===== config.mk =====
export PLATFORM = sky130hd
export DESIGN_NAME = serial_to_parallel_lane_flat
export DESIGN_NICKNAME = d
export VERILOG_FILES = /design/src/rtl/lane_pkg.sv /design/src/rtl/serial_to_parallel_lane_if.sv /design/src/rtl/s2p_shift_window.sv /design/src/rtl/serial_to_parallel_lane.sv /design/src/flat_wrapper.sv
export SDC_FILE = /design/constraint.sdc
export NUM_CORES = 1
export LEC_CHECK = 0
export ABC_AREA = 0
export CORE_MARGIN = 5
export CORE_UTILIZATION = 35
export CTS_BUF_LIST = sky130_fd_sc_hd__clkbuf_4 sky130_fd_sc_hd__clkbuf_8 sky130_fd_sc_hd__clkbuf_16
export DETAILED_ROUTE_END_ITERATION = 10
export GPL_TIMING_DRIVEN = 0
export RECOVER_POWER = 100
export SETUP_SLACK_MARGIN = 0.4
export SYNTH_ARGS = -nofsm -noshare
export SYNTH_HDL_FRONTEND = slang
export SYNTH_SLANG_ARGS = --single-unit

===== constraint.sdc =====
create_clock -name clk_8f -period 1.9 [get_ports clk_8f]
set_input_delay 0.285 -clock clk_8f [delete_from_list [all_inputs] [get_ports clk_8f]]
set_output_delay 0.285 -clock clk_8f [all_outputs]
set_load 0.01 [all_outputs]

===== src/rtl/lane_pkg.sv =====
// lane_pkg: symbol constants and lane FSM encoding shared by the serial lane blocks.
package lane_pkg;
  localparam int BYTE_W = 8;
  localparam logic [BYTE_W-1:0] COM = 8'hBC;
  typedef enum logic [1:0] {SEARCH = 2'd0, SYNC = 2'd1, ACTIVE = 2'd2} lane_state_t;
endpackage


===== src/rtl/serial_to_parallel_lane_if.sv =====
// serial_to_parallel_lane_if: serial bit in, aligned byte/valid/strobe/active out.
interface serial_to_parallel_lane_if #(parameter int BYTE_W = lane_pkg::BYTE_W) ();
  logic              data_in;
  logic [BYTE_W-1:0] data_out;
  logic              valid_out;
  logic              byte_strobe;
  logic              active;
  modport master (output data_in, input data_out, valid_out, byte_strobe, active);
  modport slave (input data_in, output data_out, valid_out, byte_strobe, active);
endinterface


===== src/rtl/s2p_shift_window.sv =====
// s2p_shift_window: serial shift register, bit counter and byte window/boundary generation.
module s2p_shift_window #(
  parameter int BYTE_W = lane_pkg::BYTE_W
) (
  input  logic              clk_8f,
  input  logic              reset,
  input  logic              data_in,
  input  logic              align,
  output logic [BYTE_W-1:0] win,
  output logic              boundary
);
  localparam int CW = $clog2(BYTE_W);
  logic [BYTE_W-2:0] shift;
  logic [CW-1:0]     bit_cnt;
  assign win = {shift, data_in};
  assign boundary = bit_cnt == CW'(BYTE_W - 1);
  // align marks the last bit of a byte, so the next bit is bit 0
  always_ff @(posedge clk_8f or negedge reset) begin
    if (!reset) begin
      shift   <= '0;
      bit_cnt <= '0;
    end else begin
      shift   <= win[BYTE_W-2:0];
      bit_cnt <= (align || boundary) ? '0 : bit_cnt + 1'b1;
    end
  end
endmodule


===== src/rtl/serial_to_parallel_lane.sv =====
// serial_to_parallel_lane: COM-aligned serial-to-byte deserializer for one lane.
// Define S2P_LOSS_OF_LOCK_EN to drop lock after LOCK_COUNT misaligned COMs.
module serial_to_parallel_lane #(
  parameter int                BYTE_W     = lane_pkg::BYTE_W,
  parameter logic [BYTE_W-1:0] COM        = lane_pkg::COM,
  parameter int                LOCK_COUNT = 4
) (
  input logic                      clk_8f,
  input logic                      reset,
  serial_to_parallel_lane_if.slave lane
);
  import lane_pkg::*;
  localparam int NW = $clog2(LOCK_COUNT + 1);
  lane_state_t       state, state_nxt;
  logic [NW-1:0]     com_cnt, com_cnt_nxt;
  logic [BYTE_W-1:0] win, data_q;
  logic              boundary, is_com, align, lol, valid_q, strobe_q, emit;
  assign is_com = win == COM;
  assign align  = state == SEARCH && is_com;
  assign emit   = state == ACTIVE && boundary;
  s2p_shift_window #(.BYTE_W(BYTE_W)) u_win (
    .clk_8f  (clk_8f),
    .reset   (reset),
    .data_in (lane.data_in),
    .align   (align),
    .win     (win),
    .boundary(boundary)
  );
`ifdef S2P_LOSS_OF_LOCK_EN
  logic [NW-1:0] mis_cnt;
  assign lol = state == ACTIVE && !boundary && is_com && mis_cnt == NW'(LOCK_COUNT - 1);
  always_ff @(posedge clk_8f or negedge reset) begin
    if (!reset) mis_cnt <= '0;
    else if (state != ACTIVE || lol || (boundary && is_com)) mis_cnt <= '0;
    else if (is_com) mis_cnt <= mis_cnt + 1'b1;
  end
`else
  assign lol = 1'b0;
`endif
  always_ff @(posedge clk_8f or negedge reset) begin
    if (!reset) begin
      state   <= SEARCH;
      com_cnt <= '0;
    end else begin
      state   <= state_nxt;
      com_cnt <= com_cnt_nxt;
    end
  end
  always_comb begin
    state_nxt   = state;
    com_cnt_nxt = com_cnt;
    case (state)
      SEARCH: if (is_com) begin
        com_cnt_nxt = NW'(1);
        state_nxt   = (LOCK_COUNT == 1) ? ACTIVE : SYNC;
      end
      SYNC: if (boundary) begin
        com_cnt_nxt = is_com ? com_cnt + 1'b1 : '0;
        state_nxt   = !is_com ? SEARCH : (com_cnt + 1'b1 == NW'(LOCK_COUNT)) ? ACTIVE : SYNC;
      end
      ACTIVE: if (lol) begin
        com_cnt_nxt = '0;
        state_nxt   = SEARCH;
      end
      default: state_nxt = SEARCH;
    endcase
  end
  always_comb lane.active = state == ACTIVE;
  // data_out keeps the last byte (COM included) until the next boundary
  always_ff @(posedge clk_8f or negedge reset) begin
    if (!reset) begin
      data_q   <= '0;
      valid_q  <= 1'b0;
      strobe_q <= 1'b0;
    end else begin
      strobe_q <= emit;
      if (emit) begin
        data_q  <= win;
        valid_q <= !is_com;
      end else if (lol) valid_q <= 1'b0;
    end
  end
  assign lane.data_out    = data_q;
  assign lane.valid_out   = valid_q;
  assign lane.byte_strobe = strobe_q;
endmodule

===== src/flat_wrapper.sv =====
// flat-port wrapper written by rule: the top's interface ports become plain ports
module serial_to_parallel_lane_flat import lane_pkg::*;
#(
  parameter int                BYTE_W     = lane_pkg::BYTE_W,
  parameter logic [BYTE_W-1:0] COM        = lane_pkg::COM,
  parameter int                LOCK_COUNT = 4
)
  (clk_8f, reset, lane_data_in, lane_data_out, lane_valid_out, lane_byte_strobe, lane_active);
  serial_to_parallel_lane_if #(.BYTE_W(BYTE_W)) lane_i ();
  input logic clk_8f;
  input logic reset;
  input wire logic [$bits(lane_i.data_in)-1:0] lane_data_in;
  output wire logic [$bits(lane_i.data_out)-1:0] lane_data_out;
  output wire logic [$bits(lane_i.valid_out)-1:0] lane_valid_out;
  output wire logic [$bits(lane_i.byte_strobe)-1:0] lane_byte_strobe;
  output wire logic [$bits(lane_i.active)-1:0] lane_active;
  assign lane_i.data_in = lane_data_in;
  assign lane_data_out = lane_i.data_out;
  assign lane_valid_out = lane_i.valid_out;
  assign lane_byte_strobe = lane_i.byte_strobe;
  assign lane_active = lane_i.active;
  serial_to_parallel_lane #(.BYTE_W(BYTE_W), .COM(COM), .LOCK_COUNT(LOCK_COUNT)) u_core (.clk_8f(clk_8f), .reset(reset), .lane(lane_i));
endmodule

# Yosys cells after proc, flatten, opt, wreduce, memory -nomap -nowiden

Index checks and enable logic that the tools add are counted.

$add $sub $neg: 2
Mux-type cells: 10
Bitwise logic cells: 1
Equality and inequality tests: 7
Reduce and logical (&&, ||, !) cells: 8

Operators with widths:

| cell                                                   | number |
|---|---|
| 2-to-1 mux 3 bit                                       | 4 |
| equality test 8 bit (second input constant)            | 1 |
| 2-to-1 mux 2 bit                                       | 4 |
| adder 3 x 1 -> 3 bit (second input constant)           | 2 |
| equality test 3 bit (second input constant)            | 2 |
| case mux 2 bit (3 select lines)                        | 1 |
| case mux 3 bit (2 select lines)                        | 1 |
| AND reduction 3 bit                                    | 2 |
| inequality test 2 x 1 -> 1 bit (second input constant) | 2 |
| equality test 2 x 1 -> 1 bit (second input constant)   | 1 |
| equality test 2 bit (second input constant)            | 1 |
| logical AND 1 bit                                      | 2 |
| logical NOT 2 bit                                      | 1 |
| nonzero test 2 bit                                     | 1 |
| logical NOT 1 bit                                      | 1 |
| logical OR 1 bit                                       | 1 |
| inverter 1 bit                                         | 1 |

Bits of input ports: 3
Word-level logic and storage cells: 35
Flip-flop bits (word level): 25

# Longest topological paths before layout

Gate-level depths: netlist (run 1).

Depth after elaboration: 6
Gate-level depth with buffers: 7

# By module

Synthesis (run 1) repeated with hierarchy kept, for this count alone.

Cells, all modules: 76
Area, all modules: 1026.0 µm²

Modules (own cells, without submodules):

| module                  | sequential area each (µm²) | cells each | area each (µm²) | times used |
|---|---|---|---|---|
| serial_to_parallel_lane | 375.4                      | 60         | 723.2           | 1 |
| s2p_shift_window        | 250.2                      | 16         | 302.8           | 1 |

# Worst setup path after synthesis (run 1)

Ideal clock, no wire load.

Path kind: reg2reg
Start point: reg u_core.u_win.bit_cnt[0]
End point: reg u_core.data_q[0] (netlist: u_core.lane.data_out[0])
Path slack: 0.370 ns
Data arrival time: 1.406 ns
Setup time: 0.125 ns
Clock period less this slack: 1.530 ns
Path buffers: 2
Cell stages (with the launch flop): 7
Path through: dfrtp_1 ha_1 ha_1 buf_4 nand3b_4 buf_6 mux2_2

Word-level cells in the longest chain between the ends: 2

Ends and longest elaborated chain:

| element                | line                          | RTL |
|---|---|---|
| from (decl)            | s2p_shift_window.sv:14        | `logic [CW-1:0] bit_cnt;` |
| from (signal assigned) | s2p_shift_window.sv:24        | `bit_cnt <= (align \|\| boundary) ? '0 : bit_cnt + 1'b1;` |
| equality test 3 bit    | s2p_shift_window.sv:16        | `assign boundary = bit_cnt == CW'(BYTE_W - 1);` |
| logical AND 1 bit      | serial_to_parallel_lane.sv:20 | `assign emit = state == ACTIVE && boundary;` |
| to (signal assigned)   | serial_to_parallel_lane.sv:78 | `data_q <= win;` |
| to (decl)              | serial_to_parallel_lane.sv:16 | `logic [BYTE_W-1:0] win, data_q;` |

Every way passes these cells.
A chain may end at the register's enable or synchronous reset.

# Worst setup path in the final report (run 1)

Start point: in lane_data_in
End point: reg u_core.com_cnt[2]

Word-level cells in the longest chain between the ends: 4
Elaborated cells between the ends (all ways): 6
Classes of those cells: 2 x eq/ne; 3 x mux; 1 x reduce/logical

Ends and longest elaborated chain:

| element                         | line                          | RTL |
|---|---|---|
| from (decl)                     | flat_wrapper.sv:12            | `input wire logic [$bits(lane_i.data_in)-1:0] lane_data_in;` |
| equality test 8 bit (*)         | serial_to_parallel_lane.sv:18 | `assign is_com = win == COM;` |
| 2-to-1 mux 3 bit                | serial_to_parallel_lane.sv:58 | `com_cnt_nxt = is_com ? com_cnt + 1'b1 : '0;` |
| 2-to-1 mux 3 bit                | serial_to_parallel_lane.sv:57 | `SYNC: if (boundary) begin` |
| case mux 3 bit (2 select lines) | serial_to_parallel_lane.sv:52 | `case (state)` |
| to (signal assigned)            | serial_to_parallel_lane.sv:46 | `com_cnt <= com_cnt_nxt;` |
| to (decl)                       | serial_to_parallel_lane.sv:15 | `logic [NW-1:0] com_cnt, com_cnt_nxt;` |

Every way passes the cells marked *; elsewhere a longest branch is shown, timed or not. The select of a mux whose other input is x is not followed.

==> impl_metrics.prom, run 1 <==
# TYPE chip_impl_metric gauge
chip_impl_metric{name="cts.reportedPaths.clkPinSlew",unit="ps"} 140
chip_impl_metric{name="instances_no_fill",unit=""} 139
chip_impl_metric{name="routed_via_density",unit=""} 5.15
chip_impl_info{name="top_signal_layer_used",value="met4"} 1
chip_impl_metric{name="fin_crit",unit="ps"} 1620
chip_impl_metric{name="synth_compound_gate_area_share",unit="%"} 11.0
chip_impl_metric{name="synth_adder_area_share",unit="%"} 4.65
chip_impl_metric{name="synth_cell_type_count",unit=""} 28
chip_impl_metric{name="postRouteAntennaNets",unit=""} 0
chip_impl_metric{name="gpl.final_weighted_congestion",unit=""} 0.766
chip_impl_metric{name="dp_cells",unit=""} 126
chip_impl_metric{name="drv_slew",unit=""} 0
chip_impl_info{name="critical_path.startpoint_type",value="input port"} 1
chip_impl_metric{name="maxCapViolCount",unit=""} 0
chip_impl_metric{name="floorplan.io_pins",unit=""} 14
chip_impl_info{name="setup_repair_after_global_routing_missed_its_margin",value="true"} 1
chip_impl_metric{name="ir_drop_worst_vdd",unit="V"} 0.000289
chip_impl_metric{name="clock_path_buffers",unit=""} 2
chip_impl_metric{name="synth_seq_area_share",unit="%"} 58.1
chip_impl_metric{name="chip_height",unit="µm"} 65.5
chip_impl_metric{name="core.rowCount",unit=""} 20
chip_impl_metric{name="min_period_over_period",unit="%"} 85.3
chip_impl_metric{name="synthesis.yosys.warnings",unit=""} 0
chip_impl_metric{name="cp_required",unit="ps"} 2090
chip_impl_metric{name="timing.hold.worst_path_depth",unit=""} 0
chip_impl_info{name="holdPathEnd",value="u_core.u_win.shift[5]"} 1
chip_impl_metric{name="initial_core_util",unit="%"} 35.9
chip_impl_metric{name="grt_overflow_total",unit=""} 0
chip_impl_metric{name="achievable-frequency",unit="GHz"} 0.617
chip_impl_info{name="critPathKind",value="input port to flip-flop"} 1
chip_impl_metric{name="post_synth_inst_count",unit=""} 80
chip_impl_metric{name="routed_wire_length_per_instance",unit="µm"} 14.2
chip_impl_metric{name="p_int",unit="mW"} 0.735
chip_impl_metric{name="combinationalPowerShare",unit="%"} 14.8
chip_impl_metric{name="syn_avg_cell_area",unit="µm²"} 13.5
chip_impl_metric{name="place.port_buffers",unit=""} 13
chip_impl_metric{name="worst_slew_margin_rel",unit="%"} 27.5
chip_impl_info{name="tritoncts_clock_tree",value="built"} 1
chip_impl_info{name="cp-end-kind",value="flip-flop"} 1
chip_impl_metric{name="fin_hold_ws",unit="ps"} 403
chip_impl_metric{name="global_route.usage.total",unit="%"} 10.9
chip_impl_info{name="worst_setup_sp",value="lane_data_in"} 1
chip_impl_metric{name="layout.nets",unit=""} 114
chip_impl_metric{name="h-tree-depth",unit=""} 1
chip_impl_metric{name="worst_r2r_path_depth",unit=""} 6
chip_impl_metric{name="reg2reg_setup_slack",unit="ps"} 340
chip_impl_info{name="clockRootBuffer",value="clkbuf_4"} 1
chip_impl_metric{name="clock_power_share",unit="%"} 24.4
chip_impl_metric{name="number_of_antenna_violations_at_the_first_check_in_global_routing",unit=""} 0
chip_impl_metric{name="syn-num-nets",unit=""} 87
chip_impl_metric{name="grt_pass1_wl",unit="mm"} 3.56
chip_impl_metric{name="worstPathArrival",unit="ps"} 1810
chip_impl_metric{name="sw_pwr",unit="mW"} 0.255
chip_impl_metric{name="tns",unit="ps"} 0
chip_impl_metric{name="wl_met3",unit="µm"} 63
chip_impl_info{name="min_path_type",value="flip-flop to flip-flop"} 1
chip_impl_metric{name="timing.critical_path.fanout_max",unit=""} 6
chip_impl_metric{name="synth-simple-area-share",unit="%"} 12.0
chip_impl_info{name="status",value="finished, final reports clean"} 1
chip_impl_metric{name="place.detailed.hpwl",unit="mm"} 1.36
chip_impl_metric{name="area.sequential",unit="µm²"} 626
chip_impl_metric{name="wl_met2",unit="µm"} 968
chip_impl_metric{name="synth.ff_latch_count",unit=""} 25
chip_impl_info{name="dominant_combinational_cell_family_by_area_after_synthesis",value="simple AND/OR/NAND/NOR gates"} 1
chip_impl_metric{name="multiInputGateArea",unit="µm²"} 398
chip_impl_metric{name="fillCellCount",unit=""} 288
chip_impl_metric{name="core-area",unit="µm²"} 3000
chip_impl_metric{name="via_count",unit=""} 716
chip_impl_metric{name="synth_mux_area_share",unit="%"} 8.36
chip_impl_metric{name="via_count_of_the_first_global_routing_pass",unit=""} 772
chip_impl_metric{name="total_number_of_clock_tree_sinks",unit=""} 25
chip_impl_metric{name="grt_max_degree",unit=""} 26
chip_impl_metric{name="layout-area-overhead-vs-synth",unit="%"} 24.7
chip_impl_info{name="worst_hold_startpoint",value="u_core.u_win.shift[4]"} 1
chip_impl_metric{name="timing_worst_slew_pin_value",unit="ps"} 1080
chip_impl_metric{name="cts_hold_buffers",unit=""} 0
chip_impl_metric{name="pwr-share-seq",unit="%"} 60.8
chip_impl_metric{name="wl",unit="mm"} 1.97
chip_impl_metric{name="cts_buffers",unit=""} 3
chip_impl_metric{name="p_leak",unit="nW"} 0.716
chip_impl_metric{name="fin_total_pwr",unit="mW"} 0.990
chip_impl_metric{name="powerDensity",unit="nW/µm²"} 737
chip_impl_metric{name="routedLengthMet1",unit="µm"} 890
chip_impl_metric{name="report.final.hold_viol_count",unit=""} 0
chip_impl_metric{name="syn_area",unit="µm²"} 1080
chip_impl_info{name="timing.rr.start",value="u_core.u_win.bit_cnt[0]"} 1
chip_impl_metric{name="fp.dieArea",unit="µm²"} 4290
chip_impl_metric{name="xor_xnor_share_of_the_synthesized_area",unit="%"} 0.813
chip_impl_metric{name="final_setup_skew",unit="ps"} 6.96
chip_impl_metric{name="sw_frac_of_total",unit="%"} 25.7
chip_impl_metric{name="dieWidth",unit="µm"} 65.5
chip_impl_metric{name="layout-drive-gt1-share",unit="%"} 21.7
chip_impl_metric{name="place_worst_setup_slack",unit="ps"} 226
chip_impl_metric{name="antenna_cells",unit=""} 0
chip_impl_metric{name="drt_first_pass_iters",unit=""} 4
chip_impl_metric{name="worst_slack",unit="ps"} 280
chip_impl_metric{name="drcViolationCount",unit=""} 0
chip_impl_metric{name="dr.first_iter.drc_count",unit=""} 21
chip_impl_metric{name="clkLatencyLatePin",unit="ps"} 320
chip_impl_info{name="regToRegEndpoint",value="u_core.lane.data_out[5]"} 1
chip_impl_metric{name="setup_viol",unit=""} 0
-- stage by stage --
| stage | util, % | cell area, µm² |
|---|---|---|
| floorplan | - | 1080 |
| global placement | 41.8 | 1250 |
| detailed placement | 41.8 | 1250 |
| CTS | 45.7 | 1370 |
| global route | 44.8 | 1340 |
| finish | 44.8 | 1340 |
-- kinds of logic after synthesis --
kind of cell | Yosys count
simple gates | 18
buf+inv | 9
flops | 25
mux | 8
compound gates | 15
xor+xnor | 1
fa+ha+maj | 4
-- layout make-up --
cell class                      instances  share of cell area, %
Sequential cell                        25                   46.6
Multi-Input combinational cell         46                   29.6
Timing Repair Buffer                   22                   13.1
Buffer                                  5                   4.47
Tap cell                               33                   3.07
Clock buffer                            3                   1.68
Inverter                                4                   1.12
Clock inverter                          1                  0.372
-- worst max-delay path: stages --
cell           delay (ps)
dlygate4sd3_1         570
and4bb_1              430
and2_0                360
o311ai_0              180
-- registers in the layout, summed over array words and instances (netlist names) --
register                 count
u_core.lane.data_out         8
u_core.lane.byte_strobe      1
u_core.state                 2
u_core.lane.valid_out        1
u_core.com_cnt               3
u_core.u_win.bit_cnt         3
u_core.u_win.shift           7
-- what timing repair did --
action,CTS,global route
endpoints found under the hold margin,0,0
resized for setup,26,6
setup endpoints to repair,18,13
pin swaps,2,2
buffers inserted,6,3
-- power groups by stage --
stage	Combinational (mW)	Sequential, mW	Clock [mW]
after floorplan	0.0899	0.607	0
after global placement	0.118	0.613	0
after detailed placement	0.124	0.615	0
after CTS	0.153	0.607	0.251
after global routing	0.168	0.608	0.275
final	0.146	0.602	0.242
-- how the worst max path moves through the flow --
stage	endpoint	slack, ps	cells past startpoint
4_1_cts	lane_active	350	3
5_1_grt	u_core.com_cnt[2]	200	4
6_report	u_core.com_cnt[2]	280	4
3_3_place_gp	u_core.com_cnt[1]	230	1
2_1_floorplan	u_core.lane.data_out[0]	400	6
3_5_place_dp	u_core.com_cnt[1]	230	1
-- Yosys cell counts (all sizes together) --
library cell | n | area, µm²
a21oi | 2 | 10.0
o21ai | 4 | 20.0
xnor2 | 1 | 8.76
and4b | 2 | 20.0
a211oi | 1 | 12.5
and2 | 1 | 8.76
and4bb | 1 | 12.5
nor2b | 2 | 12.5
nor4bb | 1 | 10.0
o311ai | 1 | 16.3
nor2 | 3 | 11.3
o211ai | 2 | 15.0
a41o | 1 | 10.0
a31oi | 1 | 6.26
dfrtp | 25 | 626
o2111ai | 1 | 8.76
nand2 | 4 | 15.0
o311a | 2 | 20.0
nand3b | 2 | 27.5
nand3 | 1 | 5.00
inv | 4 | 15.0
mux2 | 8 | 90.1
nand2b | 1 | 6.26
buf | 5 | 40.0
ha | 4 | 50.1
-- per-layer routing --
| layer | vias up | GRT usage [%] |
|---|---|---|
| met5 | - | 0 |
| met1 | 351 | 13.8 |
| met2 | 19 | 17.8 |
| met4 | 0 | 6.99 |
| met3 | 4 | 1.03 |
| li1 | 342 | - |
-- layout by cell type, fill, tap and decap left out, types with 2 or more instances in the layout --
cell / netlist / layout
clkbuf_1: 0 / 2
nor2b_1: 2 / 2
nor2_1: 3 / 2
nand2_1: 4 / 4
and4b_1: 2 / 2
o311a_1: 2 / 2
dlygate4sd2_1: 0 / 9
mux2_1: 0 / 6
buf_6: 2 / 4
buf_4: 1 / 8
ha_1: 4 / 4
a21oi_1: 2 / 2
o21ai_0: 4 / 3
dfrtp_1: 25 / 25
o211ai_1: 2 / 2
clkbuf_4: 0 / 3
dlygate4sd3_1: 0 / 2
inv_1: 4 / 3
Note: power is estimated with default switching activity, not from simulation.
==> run 2: changes to the inputs <==
--- a/config.mk
+++ b/config.mk
@@ -16,3 +16,4 @@
 export SYNTH_ARGS = -nofsm -noshare
 export SYNTH_HDL_FRONTEND = slang
 export SYNTH_SLANG_ARGS = --single-unit
+export TNS_END_PERCENT = 50
==> run 2 against run 1 <==
Sequential power is essentially flat. Clock skew is 1.3 ps higher. Die area unchanged. Largest cell class unchanged. Critical endpoint is now u_core.state[1]. Final area rose by 2.2%. Flip-flop and latch count stayed put. Highest routed layer unchanged. Worst setup slack better by 18 ps. Global-route usage is the same. Count of clock-buffer cells in the layout stayed put.
==> impl_metrics.prom, run 2 (synthesized netlist as in run 1, its figures left out) <==
# TYPE chip_impl_metric gauge
chip_impl_info{name="status",value="finished, final reports clean"} 1
chip_impl_metric{name="report.final.hold_viol_count",unit=""} 0
chip_impl_metric{name="ir_drop_worst_vdd",unit="V"} 0.000289
chip_impl_info{name="regToRegEndpoint",value="u_core.lane.data_out[3]"} 1
chip_impl_metric{name="worstPathArrival",unit="ps"} 1880
chip_impl_info{name="layout.cells.most_common_list",value="dfrtp_1, buf_4, clkdlybuf4s25_1, mux2_1"} 1
chip_impl_metric{name="worst_r2r_path_depth",unit=""} 6
chip_impl_metric{name="cts.reportedPaths.clkPinSlew",unit="ps"} 140
chip_impl_metric{name="reg2reg_setup_slack",unit="ps"} 330
chip_impl_metric{name="place.detailed.hpwl",unit="mm"} 1.36
chip_impl_metric{name="chip_height",unit="µm"} 65.5
chip_impl_metric{name="grt_max_degree",unit=""} 26
chip_impl_metric{name="routed_wire_length_per_instance",unit="µm"} 14.1
chip_impl_info{name="setup_repair_after_global_routing_missed_its_margin",value="true"} 1
chip_impl_metric{name="via_count",unit=""} 713
chip_impl_metric{name="drv_slew",unit=""} 0
chip_impl_info{name="holdPathEnd",value="u_core.u_win.shift[5]"} 1
chip_impl_metric{name="clkLatencyLatePin",unit="ps"} 320
chip_impl_metric{name="powerDensity",unit="nW/µm²"} 717
chip_impl_metric{name="min_period_over_period",unit="%"} 84.3
chip_impl_info{name="clockRootBuffer",value="clkbuf_4"} 1
chip_impl_info{name="critical_path.startpoint_type",value="input port"} 1
chip_impl_metric{name="tns",unit="ps"} 0
chip_impl_metric{name="place.port_buffers",unit=""} 13
chip_impl_metric{name="postRouteAntennaNets",unit=""} 0
chip_impl_metric{name="achievable-frequency",unit="GHz"} 0.624
chip_impl_metric{name="setup_viol",unit=""} 0
chip_impl_metric{name="maxCapViolCount",unit=""} 0
chip_impl_metric{name="total_number_of_clock_tree_sinks",unit=""} 25
chip_impl_metric{name="fin_crit",unit="ps"} 1600
chip_impl_metric{name="core.rowCount",unit=""} 20
chip_impl_info{name="min_path_type",value="flip-flop to flip-flop"} 1
chip_impl_metric{name="flip_flop_count_of_the_largest_register_after_layout",unit=""} 8
chip_impl_metric{name="grt_pass1_wl",unit="mm"} 3.56
chip_impl_metric{name="clock_path_buffers",unit=""} 2
chip_impl_metric{name="timing.hold.worst_path_depth",unit=""} 0
chip_impl_metric{name="global_route.usage.total",unit="%"} 10.9
chip_impl_metric{name="p_leak",unit="nW"} 0.701
chip_impl_metric{name="cts_buffers",unit=""} 3
chip_impl_metric{name="drcViolationCount",unit=""} 0
chip_impl_metric{name="antenna_cells",unit=""} 0
chip_impl_metric{name="max_stage_delay",unit="ps"} 570
chip_impl_metric{name="dieWidth",unit="µm"} 65.5
chip_impl_info{name="critical_path.slowest_cell",value="dlygate4sd3_1"} 1
chip_impl_metric{name="dp_cells",unit=""} 126
chip_impl_info{name="tritoncts_clock_tree",value="built"} 1
chip_impl_metric{name="timing_worst_slew_pin_value",unit="ps"} 1070
chip_impl_metric{name="gpl.final_weighted_congestion",unit=""} 0.766
chip_impl_metric{name="timing.critical_path.fanout_max",unit=""} 6
chip_impl_info{name="timing.rr.start",value="u_core.u_win.bit_cnt[0]"} 1
chip_impl_metric{name="dr.first_iter.drc_count",unit=""} 12
chip_impl_metric{name="initial_core_util",unit="%"} 35.9
chip_impl_metric{name="cts_hold_buffers",unit=""} 0
chip_impl_metric{name="via_count_of_the_first_global_routing_pass",unit=""} 772
chip_impl_metric{name="floorplan.io_pins",unit=""} 14
chip_impl_info{name="cp-end-kind",value="flip-flop"} 1
chip_impl_info{name="worst_hold_startpoint",value="u_core.u_win.shift[4]"} 1
chip_impl_metric{name="routed_via_density",unit=""} 5.09
chip_impl_metric{name="drt_first_pass_iters",unit=""} 4
chip_impl_info{name="layout_commonest_cell",value="dfrtp_1"} 1
chip_impl_info{name="cp_cell_sequence",value="dlygate4sd3_1 -> and4bb_1 -> and2_0 -> a41o_1"} 1
chip_impl_metric{name="core-area",unit="µm²"} 3000
chip_impl_metric{name="grt_overflow_total",unit=""} 0
chip_impl_info{name="critPathKind",value="input port to flip-flop"} 1
chip_impl_metric{name="cp_required",unit="ps"} 2180
chip_impl_metric{name="worst_slew_margin_rel",unit="%"} 28.1
chip_impl_metric{name="wl",unit="mm"} 1.98
chip_impl_metric{name="fp.dieArea",unit="µm²"} 4290
chip_impl_metric{name="fillCellCount",unit=""} 282
chip_impl_metric{name="layout.nets",unit=""} 115
chip_impl_metric{name="layout-drive-gt1-share",unit="%"} 25.2
chip_impl_metric{name="final_setup_skew",unit="ps"} 8.27
chip_impl_metric{name="layout-area-overhead-vs-synth",unit="%"} 27.5
chip_impl_metric{name="instances_no_fill",unit=""} 140
chip_impl_metric{name="h-tree-depth",unit=""} 1
chip_impl_metric{name="number_of_antenna_violations_at_the_first_check_in_global_routing",unit=""} 0
## run 2: cell types whose count changed in the layout (fill, tap and decap cells not counted), sizes merged
cell / before / now
clkdlybuf4s15: 0 / 1
clkdlybuf4s25: 1 / 8
dlygate4sd2: 9 / 1
dlygate4sd3: 2 / 3
## run 2: layer usage
metal / global-route usage (%) / wire (µm) / share of wire, % / vias up
met1: 13.8 / 912 / 46 / 353
met2: 17.8 / 980 / 49 / 13
met4: 6.99 / 48 / 2.4 / 0
met3: 1.03 / 39 / 2.0 / 4
met5: 0 / 0 / 0 / -
li1: - / - / - / 343
## run 2: area by class of cell
| type | count | area (µm²) | area share [%] |
|---|---|---|---|
| buffer | 5 | 53.8 | 3.92 |
| clock inverter | 1 | 5.00 | 0.364 |
| sequential | 25 | 626 | 45.5 |
| timing repair buffer | 23 | 201 | 14.7 |
| multi-input combinational | 46 | 409 | 29.8 |
| inverter | 4 | 15.0 | 1.09 |
| tap | 33 | 41.3 | 3.01 |
| clock buffer | 3 | 22.5 | 1.64 |
## run 2: power by group
group	internal (mW)	switching [mW]	total [mW]
combinational	0.0749	0.0666	0.142
clock	0.0789	0.163	0.242
sequential	0.577	0.0253	0.602
total	0.730	0.255	0.985
## run 2: timing repair
item / in CTS / in global routing
setup endpoints to repair: 18 / 21
cloned: 0 / 0
pin swaps: 2 / 0
buffers inserted: 6 / 4
resized for setup: 18 / 11
## run 2: worst max path at each step
stage / startpoint / to / slack, ps / cells after the start
2_1_floorplan: u_core.u_win.bit_cnt[0] / u_core.lane.data_out[0] / 400 / 6
3_3_place_gp: reset / u_core.com_cnt[1] / 230 / 1
3_5_place_dp: reset / u_core.com_cnt[1] / 230 / 1
4_1_cts: u_core.state[0] / lane_active / 350 / 3
5_1_grt: u_core.u_win.bit_cnt[0] / u_core.com_cnt[2] / 160 / 7
6_report: lane_data_in / u_core.state[1] / 300 / 4
## run 2: stage by stage
stage	area, µm²	hold WS (ps)	util (%)	setup slack [ps]	total power [mW]
after floorplan	1080	-10.6	-	402	0.697
after global placement	1250	375	41.8	226	0.731
after detailed placement	1250	378	41.8	226	0.739
after CTS	1380	413	46.0	348	1.01
after global routing	1370	426	45.8	156	1.05
final	1370	400	45.8	298	0.985
## run 2: critical path, delay by kind of cell
family,cells,cell delay (ps)
buf+inv,1,570
compound gates,1,220
simple gates,2,800
==> patch 1 (settings of run 1) <==
Change the package constant `BYTE_W` from 8 to 16.
--- a/src/rtl/lane_pkg.sv
+++ b/src/rtl/lane_pkg.sv
@@ -1,6 +1,6 @@
 // lane_pkg: symbol constants and lane FSM encoding shared by the serial lane blocks.
 package lane_pkg;
-  localparam int BYTE_W = 8;
+  localparam int BYTE_W = 16;
   localparam logic [BYTE_W-1:0] COM = 8'hBC;
   typedef enum logic [1:0] {SEARCH = 2'd0, SYNC = 2'd1, ACTIVE = 2'd2} lane_state_t;
 endpackage
Interface: changed (resized lane_data_out); port bits go from 14 to 22. No check against the original RTL was run, so the function may have changed too.
==> patch 1 against run 1 <==
- power grew 75%
- area after synthesis rose by 48%
- first-iteration DRC count grew to 3.2 times the old value
- sequential share of layout area up 3.1 points
- setup slack worse by 0.030 ns
- count of clock-buffer cells in the layout up 5
- final area up 58%
- sequential cell count is 17 higher
- routed wire length is 56% higher
- combinational power shrank 49%
- critical path type is now reg2reg
==> patch 1: results (changes against run 1) <==
stage;metric;value;unit;change
run_status;outcome;finished clean;;
logic_synthesis;post-synthesis mux area share;12.0;%;+3.7 points
detailed_routing;DR iter-0 viols;67;;+220%
worst_setup_path;worst stage delay on the critical path;0.41;ns;-0.16 ns
placement;PortBufs;21;;+8
logic_synthesis;top post-synthesis cells by count;42 x dfrtp_1, 17 x mux2_2, 7 x nand2_1, 5 x nand3_1;;
worst_setup_path;Worst Setup Path Type;reg2reg;;
global_routing;M3 GR Usage;5.21;%;+4.2 points
cells_and_area;layout cells sized above 1;34.7;%;+13 points
worst_setup_path;RR Startpoint;u_core.u_win.shift[10];;
logic_synthesis;Seq/Total Area, Yosys;66.0;%;+8.0 points
logic_synthesis;Compound-Gate Fraction of Synth Area;2.99;%;-8.0 points
worst_setup_path;crit path DAT;1.89;ns;+0.08 ns
worst_setup_path;RR Endpoint;u_core.com_cnt[2];;
worst_setup_path;Crit-path slowest cell;dfrtp_1;;
clock_tree;htree depth;2;;+1
detailed_routing;DR WL/cell;15.3;um;+7.5%
logic_synthesis;Mapped Nets;115;;+32%
sta;slew margin rel.;32.9;%;+5.4 points
detailed_routing;met3 WL post-DR;179;um;+180%
clock_tree;CTS buffer count;5;;+2
detailed_routing;Vias/cell;4.99;;-3.2%
sta;Setup Skew;0.00554;ns;-0.00142 ns
power;Leak;0.973;nW;+36%
clock_tree;Clock Pin Slew Worst Setup and Hold Paths;0.08;ns;-0.06 ns
sta;hold slack;0.150;ns;-0.253 ns
placement;final RePlAce weighted congestion;0.707;;-7.7%
cells_and_area;max reg flops;16;;+8
logic_synthesis;post-synthesis adder-cell area fraction;2.36;%;-2.3 points
global_routing;routing usage on met2;17.4;%;-0.40 points
global_routing;M1 GR Usage;13.5;%;-0.33 points
min_path;hold crit path type;in2async;;
logic_synthesis;area share of xor/xnor cells in the synthesized design;1.65;%;+0.84 points
detailed_routing;DR WL met2;1.51;mm;+56%
global_routing;All-Layer GR Usage;11.1;%;+0.15 points
global_routing;largest net degree at the start of global routing;43;;+65%
clock_tree;Post CTS Setup Buffer Count;8;;+2
clock_tree;root buf cell;clkbuf_8;;
[patch 1: through the flow]
step	instances	worst slack (ns)	setup TNS, ns	power, mW	area [um^2]
2_1_floorplan	109	0.401	0	1.04	1610
3_3_place_gp	182	-0.446	-18.67	1.07	1880
3_5_place_dp	182	-0.0910	-0.247	1.08	1880
4_1_cts	198	0.362	0	1.76	2090
5_1_grt	202	0.174	0	1.82	2120
6_report	202	0.250	0	1.73	2120
[patch 1: power groups by stage]
stage	clock (mW)	combinational, mW	sequential [mW]
2_1_floorplan	0	0.0421	0.995
3_3_place_gp	0	0.0675	1.00
3_5_place_dp	0	0.0722	1.01
4_1_cts	0.683	0.0778	1.00
5_1_grt	0.724	0.0867	1.01
6_report	0.657	0.0750	1.00
[patch 1: cell type report]
class / count / area, um^2
tap: 52 / 65.1
buffer: 4 / 41.3
multi-input combinational: 61 / 559
sequential: 42 / 1050
inverter: 2 / 10.0
timing repair buffer: 33 / 283
fill: 379 / 2260
clock buffer: 8 / 110
==> patch 2 (settings of run 1) <==
Made on the original files. Encoding of `lane_state_t`: now one-hot (3 bits for 3 states).
--- a/src/rtl/lane_pkg.sv
+++ b/src/rtl/lane_pkg.sv
@@ -2,6 +2,6 @@
 package lane_pkg;
   localparam int BYTE_W = 8;
   localparam logic [BYTE_W-1:0] COM = 8'hBC;
-  typedef enum logic [1:0] {SEARCH = 2'd0, SYNC = 2'd1, ACTIVE = 2'd2} lane_state_t;
+  typedef enum logic [2:0] {SEARCH = 3'b001, SYNC = 3'b010, ACTIVE = 3'b100} lane_state_t;
 endpackage
 
Function: no difference found for any inputs over 10 cycles, from zero or initial values and one cycle with reset low; not proved beyond that.
==> patch 2 against run 1 <==
- critical path depth unchanged
- register-to-register slack worse by 0.09 ns
- sequential cell count increased by 1
- utilization grew 0.089 points
- final area rose by 3.5%
- power grew 5.0%
- routed wire length is 3.2% lower
- setup slack lost 0.034 ns
- area after synthesis is 7.1% higher
- largest power group unchanged
==> patch 2: results (changes against run 1) <==
stage;metric;value;unit;change
placement;post-placement cell count;142;;+13%
detailed_routing;DR WL/cell;12.6;um;-11%
logic_synthesis;post-synthesis adder-cell area fraction;4.34;%;-0.31 points
power;switching share of power;25.3;%;-0.44 points
placement;Post-Place Setup Slack;0.0638;ns;-0.162 ns
global_routing;All-Layer GR Usage;9.45;%;-1.5 points
global_routing;largest net degree at the start of global routing;27;;+3.8%
power;Max VDD drop;0.000457;V;+58%
global_routing;first-pass GRT wire length;3.24;mm;-9.1%
logic_synthesis;synth unique cells;33;;+18%
cells_and_area;storage element area;654;um^2;+4.6%
cells_and_area;Final #Nets;115;;+0.88%
detailed_routing;Pre-antenna DRT Iters;2;;-2
sta;Setup Skew;0.00694;ns;-0.0000196 ns
run_status;outcome;finished clean;;
cells_and_area;Post-Layout Cell Count;151;;+8.6%
logic_synthesis;Mapped Nets;92;;+5.7%
power;Leak;0.664;nW;-7.2%
placement;final RePlAce weighted congestion;0.738;;-3.6%
logic_synthesis;post-synthesis mux area share;11.8;%;+3.5 points
placement;placed wire-length estimate;1.30;mm;-4.4%
logic_synthesis;Compound-Gate Fraction of Synth Area;6.83;%;-4.2 points
worst_setup_path;Largest delay share family, worst path;simple AND/OR/NAND/NOR gates;;
worst_setup_path;worst stage delay on the critical path;0.43;ns;-0.14 ns
logic_synthesis;Post-Synthesis Cells;85;;+6.3%
cells_and_area;max reg flops;8;;unchanged
worst_setup_path;CP max FO;10;;+4
global_routing;number of global-route vias before repair;710;;-8.0%
placement;Post-DP Area;0.00135;mm^2;+7.9%
sta;actual slew at the worst max-slew pin;1.35;ns;+0.262 ns
logic_synthesis;top post-synthesis cells by count;25 x dfrtp_1, 7 x mux2_4, 7 x nor2_1, 4 x ha_1;;
detailed_routing;# DRC;0;;unchanged
logic_synthesis;FFs w/ async S/R, synth;100;%;unchanged
cells_and_area;layout cells sized above 1;24.3;%;+2.6 points
logic_synthesis;area share of xor/xnor cells in the synthesized design;0.759;%;-0.054 points
logic_synthesis;Seq/Total Area, Yosys;56.5;%;-1.6 points
worst_setup_path;crit path DAT;1.86;ns;+0.05 ns
logic_synthesis;largest cells by area after synthesis;dfrtp_1 54%, mux2_4 9.1%, ha_1 4.3%;;
detailed_routing;Vias;704;;-1.7%
cells_and_area;fillers;314;;+9.0%
min_path;hold crit path type;in2async;;
worst_setup_path;Crit-path slowest cell;dfrtp_2;;
[patch 2: cell types whose count changed in the layout (fill, tap and decap cells not counted), sizes merged, moves of 2 or more]
cell,change
or3b,+2
o211ai,-2
nor3b,+4
and2,+2
clkbuf,+2
buf,-7
nor2,+4
o311a,-2
mux2i,+2
[patch 2: power by group through the flow]
stage | combinational [mW] | clock, mW | sequential [mW]
6_report | 0.147 | 0.248 | 0.645
2_1_floorplan | 0.102 | 0 | 0.651
3_3_place_gp | 0.130 | 0 | 0.657
5_1_grt | 0.166 | 0.289 | 0.653
4_1_cts | 0.142 | 0.261 | 0.649
3_5_place_dp | 0.139 | 0 | 0.662
[patch 2: worst paths after layout]
| path | startpoint | endpoint | slack, ns | depth (start not counted) |
|---|---|---|---|---|
| min in group clk_8f | u_core.u_win.shift[5] | u_core.u_win.shift[6] | 0.42 | 0 |
| max reg2reg | u_core.state[1] | u_core.lane.data_out[6] | 0.25 | 4 |
| max | u_core.state[1] | u_core.lane.data_out[6] | 0.25 | 4 |
| min | reset | u_core.u_win.bit_cnt[0] | 0.24 | 1 |
| max in group asynchronous | reset | u_core.state[2] | 0.77 | 1 |
| min reg2reg | u_core.u_win.shift[5] | u_core.u_win.shift[6] | 0.42 | 0 |
[patch 2: area by class of cell]
class	instances	area share (%)
Sequential cell	26	47.0
Timing Repair Buffer	18	10.4
Clock buffer	4	2.16
Tap cell	44	3.96
Buffer	2	2.43
Multi-Input combinational cell	54	33.2
Inverter	3	0.809
[patch 2: layer usage]
metal  GRT usage [%]  share of wire, %
met2            15.3                47
met1            12.2                49
met4            1.52              0.21
met5               0                 0
met3            3.49               3.5
[patch 2: what timing repair did]
item                                   4_1_cts  5_1_grt
endpoints found under the hold margin        0        0
pin swaps                                    3        1
resized for setup                           14        7
setup endpoints to repair                   23       14
setup buffers                                4        1
